$ cat src/rtl/operand_shift_loader.sv
// operand_shift_loader
//   Serial-to-parallel operand loader. Each of NUM_SRC channels shifts one bit
//   per enabled cycle into a SRC_WIDTH-bit register. After SRC_WIDTH shifts the
//   frame is held on ops_out_o with a valid/ready handshake until accepted.
//
//   Optional feature (macro OPERAND_SHIFT_LOADER_READBACK_EN): on each accept
//   the compressor result dst_in_i is captured and then returned MSB first on
//   dst_serial_o, one bit per shift_en_i cycle. Without the macro dst_in_i is
//   unused and dst_serial_o is tied 0.
//
// Ports
//   clk_i        rising-edge clock
//   rst_i        synchronous active-high reset
//   shift_en_i   shift one bit into every channel
//   src_in_i     serial input bit per channel
//   ops_out_o    flattened operand bus, channel i at [i*SRC_WIDTH +: SRC_WIDTH]
//   ops_valid_o  complete frame present
//   ops_ready_i  consumer accepts frame when high with ops_valid_o
//   bit_cnt_o    bits shifted into the current frame
//   overrun_o    sticky: shift requested while a frame was held
//   dst_in_i     compressor result (readback only)
//   dst_serial_o serial result bit (readback only, else 0)
module operand_shift_loader #(
    parameter int unsigned NUM_SRC   = 30,
    parameter int unsigned SRC_WIDTH = 30,
    parameter int unsigned DST_WIDTH = 36,
    localparam int unsigned CNT_WIDTH = $clog2(SRC_WIDTH + 1)
) (
    input  logic                           clk_i,
    input  logic                           rst_i,
    input  logic                           shift_en_i,
    input  logic [NUM_SRC-1:0]             src_in_i,
    output logic [NUM_SRC*SRC_WIDTH-1:0]   ops_out_o,
    output logic                           ops_valid_o,
    input  logic                           ops_ready_i,
    output logic [CNT_WIDTH-1:0]           bit_cnt_o,
    output logic                           overrun_o,
    input  logic [DST_WIDTH-1:0]           dst_in_i,
    output logic                           dst_serial_o
);

    typedef enum logic [0:0] {StLoad, StFull} state_e;

    localparam logic [CNT_WIDTH-1:0] LastCnt = CNT_WIDTH'(SRC_WIDTH - 1);

    state_e                         state_q;
    logic [NUM_SRC*SRC_WIDTH-1:0]   ops_q;
    logic [CNT_WIDTH-1:0]           bit_cnt_q;
    logic                           valid_q;
    logic                           overrun_q;

    logic accept;
    logic take_shift;

    assign accept     = valid_q & ops_ready_i;
    // A shift in the accept cycle becomes bit 1 of the next frame.
    assign take_shift = shift_en_i & ((state_q == StLoad) | accept);

    always_ff @(posedge clk_i) begin
        if (rst_i) begin
            state_q   <= StLoad;
            ops_q     <= '0;
            bit_cnt_q <= '0;
            valid_q   <= 1'b0;
            overrun_q <= 1'b0;
        end else begin
            if (take_shift) begin
                for (int unsigned i = 0; i < NUM_SRC; i++) begin
                    // Shift-left form also covers SRC_WIDTH == 1.
                    ops_q[i*SRC_WIDTH +: SRC_WIDTH] <=
                        {ops_q[i*SRC_WIDTH +: SRC_WIDTH] << 1} | SRC_WIDTH'(src_in_i[i]);
                end
                if (bit_cnt_q == LastCnt) begin
                    bit_cnt_q <= '0;
                    state_q   <= StFull;
                    valid_q   <= 1'b1;
                end else begin
                    bit_cnt_q <= bit_cnt_q + 1'b1;
                    state_q   <= StLoad;
                    valid_q   <= 1'b0;
                end
            end else if (accept) begin
                state_q <= StLoad;
                valid_q <= 1'b0;
            end

            if ((state_q == StFull) && shift_en_i && !accept) begin
                overrun_q <= 1'b1;
            end
        end
    end

    assign ops_out_o   = ops_q;
    assign ops_valid_o = valid_q;
    assign bit_cnt_o   = bit_cnt_q;
    assign overrun_o   = overrun_q;

`ifdef OPERAND_SHIFT_LOADER_READBACK_EN
    logic [DST_WIDTH-1:0] dst_q;

    // Accept reloads the result even if the previous readback is unfinished.
    always_ff @(posedge clk_i) begin
        if (rst_i) begin
            dst_q <= '0;
        end else if (accept) begin
            dst_q <= dst_in_i;
        end else if (shift_en_i) begin
            dst_q <= dst_q << 1;
        end
    end

    assign dst_serial_o = dst_q[DST_WIDTH-1];
`else
    logic unused_dst;
    assign unused_dst   = ^dst_in_i;
    assign dst_serial_o = 1'b0;
`endif

endmodule

$ cat config.mk
export PLATFORM = sky130hd
export DESIGN_NAME = operand_shift_loader
export DESIGN_NICKNAME = d
export VERILOG_FILES = /design/src/rtl/operand_shift_loader.sv
export SDC_FILE = /design/constraint.sdc
export NUM_CORES = 2
export LEC_CHECK = 0
export BUFFER_PORTS_ARGS = -buffer_cell sky130_fd_sc_hd__clkbuf_2
export CORE_AREA = 4 4 379 381
export DETAILED_ROUTE_END_ITERATION = 12
export DIE_AREA = 0 0 383 385
export MAX_ROUTING_LAYER = met4
export PLACE_DENSITY = 0.39
export SLEW_MARGIN = 30
export SYNTH_ARGS = -nofsm -noshare
export SYNTH_HDL_FRONTEND = slang
export SYNTH_SLANG_ARGS = --single-unit
$ cat constraint.sdc
create_clock -name clk_i -period 3.8 [get_ports clk_i]
set_input_delay 0.38 -clock clk_i [delete_from_list [all_inputs] [get_ports clk_i]]
set_output_delay 0.38 -clock clk_i [all_outputs]
set_load 0.01 [all_outputs]
==> results.json <==
{
  "status": "finished clean",
  "routabilityCongestion": 0.767,
  "reg2reg_slack_ns": 1.63,
  "dieWidth_um": 383,
  "hold_path.class": "in2reg",
  "syn_area_mm2": 0.0341,
  "power.switching_mw": 5.01,
  "fin_util_pct": 31.4,
  "clock_path_buffers": 3,
  "ys_warn_count": 0,
  "regToRegEndpoint": "ops_out_o[779]",
  "hold_ws_ns": 0.102,
  "hold_viol_final": 0,
  "viasPerCell": 5.03,
  "grt_pass1_vias": 32300,
  "ys_seq_elements": 907,
  "cts_setup_buffers": 0,
  "start_util_pct": 24.3,
  "fin_cells": 6794,
  "cap_violations": 0,
  "gr-total-overflow": 0,
  "cts-root-buf": "clkbuf_16",
  "clkPwrFrac_pct": 50.8,
  "dp_hpwl_um": 93100,
  "power_density_mw_per_mm2": 475,
  "synth-main-ff-cell": "dfxtp_1",
  "grt_util_all_layers_pct": 18.9,
  "cp_max_fo": 113,
  "cts_sinks": 907,
  "grt_util_met3_pct": 5.75,
  "p_leak_nw": 16.0,
  "hold_end": "ops_out_o[809]",
  "core_mm2": 0.141,
  "switching_share_pct": 23.9,
  "met1_usage_pct": 23.5,
  "min_path_cells": 3,
  "drt-pass1-iter-count": 7,
  "max-vdd-ir-drop_v": 0.000296,
  "netlist_instances": 4145,
  "io_pins": 978,
  "dr_total_vias": 34200,
  "synth_edf_count": 0,
  "worstHoldStart": "shift_en_i",
  "power_mw": 21.0,
  "max_freq_mhz": 460,
  "dp_slack_ns": 1.55,
  "areaGrowthSynthToFinish_pct": 29.3,
  "place_inst": 6558,
  "die_area_mm2": 0.147,
  "synth.avg_cell_area_um2": 8.23,
  "place_area_mm2": 0.0401,
  "clock_skew_ns": 0.0226,
  "cts_htree_levels": 3,
  "syn_nets": 4217,
  "worstSetupStartpointType": "flop",
  "critPathKind": "reg2reg",
  "port_buffers": 940,
  "period_share_pct": 57.2,
  "grt_pass1_wl_um": 213000,
  "drive_above_1_share_pct": 24.6,
  "p_int_mw": 16.0,
  "clk_pin_slew_worst_paths_ns": 0.06,
  "slew_headroom_pct": 40.8,
  "rsz0062_at_grt": "false",
  "drtAntennaViolNets": 0,
  "worst_slew_pin_slew_ns": 0.887,
  "drt_iter0_markers": 2726,
  "maxSlewViolCount": 0,
  "fin_tns_setup_ns": 0,
  "rows": 138,
  "arrival_ns": 2.81,
  "grt_max_degree": 194,
  "antenna_found_initial": 0,
  "use_met2_pct": 28.7,
  "endpoint_kind": "flop",
  "diodes": 0,
  "wl_per_cell_um": 21.4,
  "stdcell_area_mm2": 0.0441,
  "setup_viol": 0,
  "ctsHoldBuffers": 30,
  "min_period_ns": 2.17,
  "seq_power_share_pct": 45.7,
  "drc_errors": 0,
  "cts_tree": "done",
  "post_cts_resized": 0,
  "cts_buffers": 110,
  "pwr-share-comb_pct": 3.5,
  "clock_latency_ns": 0.71,
  "worst-r2r-cell-count": 5,
  "async_reset_ff_share_pct": 0,
  "required_ns": 4.44,
  "yosysSeqAreaShare_pct": 53.3,
  "layout_setup_ws_ns": 1.63,
  "grt_busiest_layer": "met2",
  "die_y_um": 385,
  "final_nets": 4883,
  "rr_startpoint": "ops_valid_o",
  "wl_um": 146000,
  "synth_cell_type_count": 26
}
worst max path at each step:
stage / startpoint / endpoint / slack, ns / depth (start not counted)
6_report: ops_valid_o / ops_out_o[779] / 1.63 / 5
5_1_grt: ops_valid_o / ops_out_o[776] / 1.47 / 5
3_3_place_gp: ops_ready_i / ops_out_o[312] / 1.50 / 5
4_1_cts: ops_valid_o / ops_out_o[636] / 1.65 / 5
2_1_floorplan: ops_valid_o / bit_cnt_o[3] / 2.40 / 5
3_5_place_dp: shift_en_i / ops_out_o[312] / 1.55 / 4
cell usage in the layout, fill, tap and decap left out, types with 3 or more instances in the layout:
cell and n:
dfxtp_1 907, clkbuf_16 113, o21ai_0 851, nand2_1 3
buf_12 34, a31oi_1 3, clkbuf_8 33, nand3_1 903
buf_4 52, clkbuf_2 938, a21oi_1 902, o21ai_1 52
o31ai_1 3, clkinvlp_4 3, dlygate4sd3_1 30, clkbuf_1 29
clkinv_2 18
state kept, by name (all words and copies together) (netlist names):
name and count:
bit_cnt_o 5, ops_out_o 900, ops_valid_o 1, overrun_o 1
Yosys cell counts, types with 4 or more instances:
| cell type | count | area [um2] |
|---|---|---|
| o21ai_1 | 52 | 260 |
| a21oi_1 | 902 | 4510 |
| buf_1 | 16 | 60.1 |
| buf_4 | 34 | 255 |
| nand3_1 | 903 | 4520 |
| buf_2 | 134 | 671 |
| dfxtp_1 | 907 | 18200 |
| buf_6 | 4 | 45.0 |
| o21ai_0 | 851 | 4260 |
| clkbuf_1 | 316 | 1190 |
metal layers:
metal | up-vias | part of all wire (%) | wire length, um
met2 | 965 | 46 | 66400
met5 | - | 0 | 0
li1 | 16200 | - | -
met3 | 211 | 7.9 | 11500
met1 | 16800 | 43 | 62400
met4 | 0 | 3.6 | 5310
layout make-up:
class,count,area (um2)
Multi-Input combinational cell,2732,13700
Sequential cell,907,18200
Inverter,2,15.0
Fill cell,15300,96500
Tap cell,1890,2360
Timing Repair Buffer,1058,6150
Clock buffer,175,3390
Clock inverter,30,285
worst max-delay path: stages, from the launching register on:
cell	delay, ns
dfxtp_1	0.40
nor2b_4	0.23
buf_12	0.40
buf_4	0.63
o21ai_0	0.17
a21oi_1	0.16
logic make-up after synthesis:
logic type               share of synthesized area, %
AO/OA/AOI/OAI                                    26.7
adder cells (fa/ha/maj)                        0.0734
buffers and inverters                            6.52
flip-flops                                       53.3
other                                          0.0110
AND/OR/NAND/NOR                                  13.5
power by group through the flow:
stage / Sequential [mW] / Clock (mW) / Combinational [mW]
2_1_floorplan: 9.80 / 0 / 0.418
5_1_grt: 9.58 / 11.4 / 0.791
3_3_place_gp: 9.79 / 0 / 0.716
3_5_place_dp: 9.79 / 0 / 0.708
6_report: 9.58 / 10.7 / 0.727
4_1_cts: 9.58 / 11.0 / 0.735
No activity file was read; power rests on OpenSTA's default activity.
